## src/rtl/cdc_cmd_responder.sv

```systemverilog
// cdc_cmd_responder
// Device-side command responder for the usb_cdc byte stream. Host bytes arrive
// on the out_* stream and are decoded as:
//   'W' addr data : single-byte register write, response 'K' (8'h4B)
//   'R' addr      : single-byte register read, response = read data
//   'I'           : ID query, response = ID_BYTE
//   anything else : response '?' (8'h3F)
// Exactly one response byte is returned per command on the in_* stream.
//
// Ports:
//   clk_i, rstn_i            clock, asynchronous active-low reset
//   configured_i             usb_cdc link configured; low aborts everything
//   out_data_i/valid/ready_o host-to-device byte stream
//   in_data_o/valid_o/ready  device-to-host response stream
//   bus_addr_o, bus_wdata_o  register bus address / write data (held)
//   bus_we_o, bus_re_o       one-cycle write / read strobes
//   bus_rdata_i              read data, valid the cycle after bus_re_o
//
// Handshake: a transfer occurs on a rising clk_i edge where valid and ready
// are both high; a valid source holds data stable until that edge.
//
// Optional feature: define CMD_TIMEOUT_EN to abandon a partial command after
// TIMEOUT_CYCLES idle cycles between bytes. Without it a partial command
// waits indefinitely.
module cdc_cmd_responder #(
  parameter int unsigned  ADDR_W         = 8,
  parameter logic [7:0]   ID_BYTE        = 8'hA5,
  parameter logic [23:0]  TIMEOUT_CYCLES = 24'd1000000
) (
  input  logic              clk_i,
  input  logic              rstn_i,
  input  logic              configured_i,
  input  logic [7:0]        out_data_i,
  input  logic              out_valid_i,
  output logic              out_ready_o,
  output logic [7:0]        in_data_o,
  output logic              in_valid_o,
  input  logic              in_ready_i,
  output logic [ADDR_W-1:0] bus_addr_o,
  output logic [7:0]        bus_wdata_o,
  output logic              bus_we_o,
  output logic              bus_re_o,
  input  logic [7:0]        bus_rdata_i
);

  typedef enum logic [2:0] {
    S_IDLE, S_W_ADDR, S_W_DATA, S_WRITE, S_R_ADDR, S_READ, S_R_WAIT, S_RESP
  } state_t;

  state_t              state_q;
  logic [7:0]          resp_q;
  logic                in_valid_q;
  logic [ADDR_W-1:0]   addr_q;
  logic [7:0]          wdata_q;
  logic                we_q;
  logic                re_q;
  logic                byte_states;
  logic                accept;
  logic                tmo_hit;

  // States that are waiting for a host byte.
  assign byte_states = (state_q == S_IDLE)   || (state_q == S_W_ADDR) ||
                       (state_q == S_W_DATA) || (state_q == S_R_ADDR);

  // With the link down every byte is swallowed so the host stream drains.
  assign out_ready_o = byte_states || !configured_i;
  assign accept      = out_valid_i && out_ready_o;

`ifdef CMD_TIMEOUT_EN
  logic [23:0] tmo_q;
  logic        tmo_states;

  assign tmo_states = (state_q == S_W_ADDR) || (state_q == S_W_DATA) ||
                      (state_q == S_R_ADDR);
  assign tmo_hit    = configured_i && tmo_states && !accept &&
                      (tmo_q == TIMEOUT_CYCLES - 24'd1);

  always_ff @(posedge clk_i or negedge rstn_i) begin
    if (!rstn_i) begin
      tmo_q <= 24'd0;
    end else if (!configured_i || !tmo_states || accept || tmo_hit) begin
      tmo_q <= 24'd0;
    end else begin
      tmo_q <= tmo_q + 24'd1;
    end
  end
`else
  logic unused_tmo;
  assign tmo_hit    = 1'b0;
  assign unused_tmo = ^TIMEOUT_CYCLES;
`endif

  always_ff @(posedge clk_i or negedge rstn_i) begin
    if (!rstn_i) begin
      state_q    <= S_IDLE;
      resp_q     <= 8'h00;
      in_valid_q <= 1'b0;
      addr_q     <= '0;
      wdata_q    <= 8'h00;
      we_q       <= 1'b0;
      re_q       <= 1'b0;
    end else begin
      we_q <= 1'b0;
      re_q <= 1'b0;
      if (!configured_i) begin
        state_q    <= S_IDLE;
        in_valid_q <= 1'b0;
      end else begin
        case (state_q)
          S_IDLE: begin
            if (accept) begin
              case (out_data_i)
                8'h57:   state_q <= S_W_ADDR;
                8'h52:   state_q <= S_R_ADDR;
                8'h49: begin
                  resp_q     <= ID_BYTE;
                  in_valid_q <= 1'b1;
                  state_q    <= S_RESP;
                end
                default: begin
                  resp_q     <= 8'h3F;
                  in_valid_q <= 1'b1;
                  state_q    <= S_RESP;
                end
              endcase
            end
          end
          S_W_ADDR: begin
            if (accept) begin
              addr_q  <= out_data_i[ADDR_W-1:0];
              state_q <= S_W_DATA;
            end else if (tmo_hit) begin
              state_q <= S_IDLE;
            end
          end
          S_W_DATA: begin
            if (accept) begin
              wdata_q <= out_data_i;
              we_q    <= 1'b1;
              state_q <= S_WRITE;
            end else if (tmo_hit) begin
              state_q <= S_IDLE;
            end
          end
          S_WRITE: begin
            resp_q     <= 8'h4B;
            in_valid_q <= 1'b1;
            state_q    <= S_RESP;
          end
          S_R_ADDR: begin
            if (accept) begin
              addr_q  <= out_data_i[ADDR_W-1:0];
              re_q    <= 1'b1;
              state_q <= S_READ;
            end else if (tmo_hit) begin
              state_q <= S_IDLE;
            end
          end
          S_READ:   state_q <= S_R_WAIT;
          S_R_WAIT: begin
            resp_q     <= bus_rdata_i;
            in_valid_q <= 1'b1;
            state_q    <= S_RESP;
          end
          S_RESP: begin
            if (in_ready_i) begin
              in_valid_q <= 1'b0;
              state_q    <= S_IDLE;
            end
          end
          default:  state_q <= S_IDLE;
        endcase
      end
    end
  end

  assign in_data_o   = resp_q;
  assign in_valid_o  = in_valid_q;
  assign bus_addr_o  = addr_q;
  assign bus_wdata_o = wdata_q;
  // A link drop during the strobe cycle itself must still suppress the access.
  assign bus_we_o    = we_q && configured_i;
  assign bus_re_o    = re_q && configured_i;

endmodule

```

## config.mk

```make
export PLATFORM = sky130hd
export DESIGN_NAME = cdc_cmd_responder
export DESIGN_NICKNAME = d
export VERILOG_FILES = /design/src/rtl/cdc_cmd_responder.sv
export SDC_FILE = /design/constraint.sdc
export NUM_CORES = 1
export LEC_CHECK = 0
export ABC_AREA = 1
export ABC_CLOCK_PERIOD_IN_PS = 2700
export CORE_MARGIN = 8
export CORE_UTILIZATION = 50
export DETAILED_ROUTE_END_ITERATION = 16
export PLACE_DENSITY = 0.89
export SLEW_MARGIN = 20
export SYNTH_ARGS = -nofsm -noshare
export SYNTH_HDL_FRONTEND = slang
export SYNTH_SLANG_ARGS = --single-unit
```

## constraint.sdc

```tcl
create_clock -name clk_i -period 2.7 [get_ports clk_i]
set_input_delay 0.27 -clock clk_i [delete_from_list [all_inputs] [get_ports clk_i]]
set_output_delay 0.27 -clock clk_i [all_outputs]
set_load 0.01 [all_outputs]
```

# After elaboration in Yosys (flattened, before gate mapping)
# Cells that the tools add are included.
[op_classes]
muxes = 21
n_reduce_logical = 18
n_eq_ne = 19
[op_table]
columns = ["op", "count"]
rows = [
  ["equality test 8 x 7 -> 1 bit (second input constant)", 3],
  ["case mux 8 bit (3 select lines)", 1],
  ["case mux 3 bit (7 select lines)", 1],
  ["two-way mux 3 bit", 6],
  ["!= test 3 bit (second input constant)", 6],
  ["case mux 8 bit (2 select lines)", 1],
  ["equality test 3 bit (second input constant)", 4],
  ["two-way mux 1 bit", 9],
  ["two-way mux 8 bit", 1],
  ["AND reduction 4 bit", 2],
  ["equality test 3 x 2 -> 1 bit (second input constant)", 2],
  ["case mux 3 bit (2 select lines)", 1],
  ["AND reduction 3 bit", 2],
  ["OR reduction 2 bit", 3],
  ["AND reduction 5 bit", 1],
  ["logical OR 1 bit", 4],
  ["!= test 2 bit (second input constant)", 2],
  ["!= test 4 x 2 -> 1 bit (second input constant)", 1],
  ["equality test 3 x 1 -> 1 bit (second input constant)", 1],
  ["logical AND 1 bit", 3],
  ["zero test 3 bit", 1],
  ["case mux 1 bit (3 select lines)", 1],
  ["nonzero test 3 bit", 1],
  ["zero test 1 bit", 1],
]
[word_totals]
input_bits = 21
register_bits = 30
wordCells = 65
output_inout_bits = 28

# Logic depth before layout (Yosys ltp)
[logic_depth]
depth_word = 9
mapped_depth = 10
depth_no_buf = 10

# Worst setup path before layout
# Ideal clock, no wire load.
[synth_timing]
path_kind = "reg2reg"
startpoint = "register state_q[2]"
endpoint = "register wdata_q[3], in the netlist bus_wdata_o[3]"
synth_period_minus_slack_ps = 1367
t_arrival_ps = 1244
n_path_buf = 2
path_stages_with_launch = 9
path_slack_ps = 1333
required_ps = 2577
setup_time_ps = 123
path_cell_list = "dfrtp_1 -> buf_6 -> inv_6 -> nand2_2 -> nand3_4 -> nand2_4 -> nor3_4 -> buf_6 -> a21oi_1"
[synth_between]
elab_chain_len = 7
word_cells_on_any_way = 10
cone_classes = "3 x eq/ne; 7 x reduce/logical"
[synth_lines]
columns = ["element", "line_no", "rtl"]
rows = [
  ["start: declaration", "50", "state_t state_q;"],
  ["start signal: assignment", "95", "state_q <= S_IDLE;"],
  ["start signal: assignment", "106", "state_q <= S_IDLE;"],
  ["start signal: assignment", "113", "8'h57: state_q <= S_W_ADDR;"],
  ["equality test 3 x 1 -> 1 bit or zero test 3 bit (tied branches)", "62", "assign byte_states = (state_q == S_IDLE) || (state_q == S_W_ADDR) ||"],
  ["logical OR 1 bit (2 in series)", "62", ""],
  ["logical OR 1 bit (*)", "63", "(state_q == S_W_DATA) || (state_q == S_R_ADDR);"],
  ["logical OR 1 bit (*)", "66", "assign out_ready_o = byte_states || !configured_i;"],
  ["via out_ready_o", "35", "output logic out_ready_o,"],
  ["logical AND 1 bit (*)", "67", "assign accept = out_valid_i && out_ready_o;"],
  ["AND reduction 3 bit (no source line) (*)", "--", ""],
  ["end signal: assignment", "138", "wdata_q <= out_data_i;"],
  ["end: declaration", "54", "logic [7:0] wdata_q;"],
]
# The timed path passes the listed nets; every way through them passes the cells marked *.
# A chain may end at the register's enable or synchronous reset.

# Final worst setup path
[layout_timing]
startpoint = "register state_q[2]"
endpoint = "output port out_ready_o"
[layout_between]
elab_chain_len = 5
word_cells_on_any_way = 8
cone_classes = "3 x eq/ne; 5 x reduce/logical"
[layout_lines]
columns = ["element", "line_no"]
rows = [
  ["equality test 3 x 1 -> 1 bit or zero test 3 bit (tied branches)", "62"],
  ["logical OR 1 bit (2 in series)", "62"],
  ["logical OR 1 bit (*)", "63"],
  ["logical OR 1 bit (*)", "66"],
  ["end: declaration", "35"],
]
# Every way passes the cells marked *; elsewhere a longest branch is shown, timed or not.

==> impl_results.md <==
* FMAX at 0.5007 GHz
* Slew margin rel. at 61.25%
* YS warnings at 0
* Final nets at 291
* Critical path data arrival time at 1730 ps
* Clock slew at reported path FFs at 90 ps
* Final instance area at 2251 sq um
* Buf+Inv Stages, Crit Path at 2
* Core ar. at 3258 sq um
* CP max stage cell: clkdlybuf4s50_1
* Total wire length at 4031 microns
* Die height at 73.71 microns
* Clock sink count at 30
* Max VDD drop at 0.0005501 V
* Grt ovf at 0
* CTS root buffer: clkbuf_4
* Worst path cell trace: inv_6 > nand2_2 > nand3_4 > clkdlybuf4s50_1
* Critical path launch point: state_q[2]
* Hold crit path type: in -> async
* Placement Cell Area at 2170 sq um
* Crit-path leading delay family: buffers and inverters
* DR DRC count at 0
* Layout cells sized above 1 at 10.74%
* FF-to-FF setup slack at 1020 ps
* Grt peak-use layer: met2
* Met1 GRT Util at 18.11%
* Clk_lat worst skew at 350 ps
* Max_cap viols at 0
* Clock tree buffer depth at 2
* Crit Path Category: reg -> out
* Vias per cell at 4.921
* CP endpoint: out_ready_o
* Die area at 5433 sq um
* Syn nets at 239
* RSZ-0062 raised after global routing: no
* TritonCTS clock tree: built
* Post-CTS Hold Fix Bufs at 0
* Post-CTS sizing at 0
* IO Pins at 49
* Clock period minus worst slack at 1997 ps
* Crit path required time at 2430 ps
* Placed Cells at 309
* FF+latch count, synth at 30
* Post-DP HPWL at 3074 microns
* Critical path startpoint category: flip-flop
* Worst-margin pin slew at 579.3 ps
* Final setup fails at 0
* Synthesized area per cell at 7.639 sq um
* Power Density at 1019 nW/um^2
* Met3 usage at 8.322%
* CTS buffer count at 5
* Outcome: finished clean
* First-pass GRT wire length at 6706 microns
* Vias in the first global route at 1,513
* Via Count at 1,555
* ANT nets after route at 0
* RePlAce Congestion at 0.9207
* IO Port Bufs at 48
* Initial DRC Count at 135
* Die Width at 73.71 microns
* Critical Path Fanout Max at 8
* Post-Syn Area at 1665 sq um
* Worst r2r src: state_q[2]
* Sequential area share after synthesis at 45.08%
* CP Capture Type: output pin
* Ant diodes at 0
* Crit share post-route at 73.98%
* Row cnt at 21
* Initial Util at 51.11%
* Drt pass-1 iters at 5
* Slew Limit Fails at 0
* Largest net degree at the start of global routing at 31
* Max incr delay on CP at 550 ps
* Initial antenna violation count at 0
* Lkg Pwr at 1.110 nW
* Final hold violation count at 0
* Cells after Synth at 218
* Area Overhead vs Synth at 35.16%
* Fill count at 292
* Setup Fix Bufs, Post-CTS at 0
* Worst reg2reg path depth at 7
* Total Routing Usage GR at 16.35%
* FF-to-FF End: bus_wdata_o[5]
* Non-Filler Instances at 316
* Routed WL per cell at 12.76 microns
* Fin util at 69.09%
* Final setup TNS at 0 ps
* Layout Skew at 7.893 ps
* H-tree levels at 2
* Met2 Track Usage GR at 25.69%
* Count of different cell masters after synthesis at 24
* CP Depth at 4
## registers in the layout, summed over array words and instances, names as in the netlist
| name | count |
|---|---|
| re_q | 1 |
| bus_wdata_o | 8 |
| state_q | 3 |
| in_valid_o | 1 |
| bus_addr_o | 8 |
| we_q | 1 |
| in_data_o | 8 |
## cells by family (layout without fill, tap and decap cells)
group / after synthesis / in the layout / share of synthesized area [%]
and+or+nand+nor: 108 / 108 / 30.50
DFF: 30 / 30 / 45.08
buffers and inverters: 47 / 99 / 12.62
AOI/OAI and AO/OA: 33 / 33 / 11.80
## layout by cell type (no fill, tap or decap), types with 3 or more instances in the layout
cell,synthesis,routed
o21ai_1,10,10
clkbuf_4,0,5
nand2_4,3,3
dfrtp_1,30,30
inv_1,35,35
nand4_1,3,3
o21ai_0,4,4
nor2_1,12,12
a21oi_1,8,8
nand3_1,17,17
clkdlybuf4s50_1,0,48
o21bai_1,8,8
inv_2,6,6
nand2_1,64,64
## layer usage
metal / up-vias / routed length, microns
li1: 788 / -
met1: 691 / 1685
met2: 69 / 1814
met3: 7 / 469
met4: 0 / 62
met5: - / 0
## worst min path at each step
stage | slack (ps) | from | endpoint
6_report | 300 | rstn_i | in_data_o[6]
5_1_grt | 320 | rstn_i | in_data_o[6]
4_1_cts | 310 | rstn_i | re_q
3_5_place_dp | 460 | in_valid_o | in_valid_o
3_3_place_gp | 460 | in_valid_o | in_valid_o
2_1_floorplan | -30 | rstn_i | bus_addr_o[0]
## worst register-to-register path: cells and delay by family, from the launching register on
family / cells / cell delay (ps)
buffers and inverters: 1 / 130
AO/OA/AOI/OAI: 1 / 150
AND/OR/NAND/NOR: 5 / 810
flip-flops: 1 / 510
## where the power goes
part           switching (mW)  leakage, nW  internal, mW
Sequential              0.129        0.364         0.648
Combinational           0.576        0.702         0.560
Clock                   0.166       0.0443         0.215
## stage by stage
stage	hold WS (ps)	setup slack, ps	total power, mW
floorplan	-25.59	1333	1.410
global placement	457.0	725.1	1.898
detailed placement	459.0	650.9	1.929
CTS	310.7	701.6	2.317
global route	320.1	607.2	2.468
finish	299.6	702.6	2.294
## synthesized netlist by cell type
master	count	area [sq um]
nand2_1	64	240.2
inv_1	35	131.4
dfrtp_1	30	750.7
nand3_1	17	85.08
nor2_1	12	45.04
o21ai_1	10	50.05
a21oi_1	8	40.04
o21bai_1	8	60.06
inv_2	6	22.52
o21ai_0	4	20.02
buf_6	3	33.78
nand2_4	3	33.78
nand4_1	3	18.77
nand2_2	2	12.51
nor3_1	2	10.01
nor3_4	2	32.53
o21ai_2	2	17.52
a21oi_2	1	8.760
buf_4	1	7.510
inv_4	1	6.260
inv_6	1	8.760
nand3_4	1	17.52
nor2_2	1	6.260
or2_2	1	6.260
## layout make-up
| cell class | instances | area (sq um) | share of cell area (%) |
|---|---|---|---|
| sequential | 30 | 750.7 | 33.35 |
| clock inverter | 1 | 30.03 | 1.334 |
| multi-input combinational | 141 | 704.4 | 31.30 |
| tap | 46 | 57.56 | 2.557 |
| clock buffer | 6 | 51.30 | 2.279 |
| inverter | 43 | 168.9 | 7.504 |
| timing repair buffer | 49 | 488.0 | 21.68 |
Power figures use the tool's default switching activity.
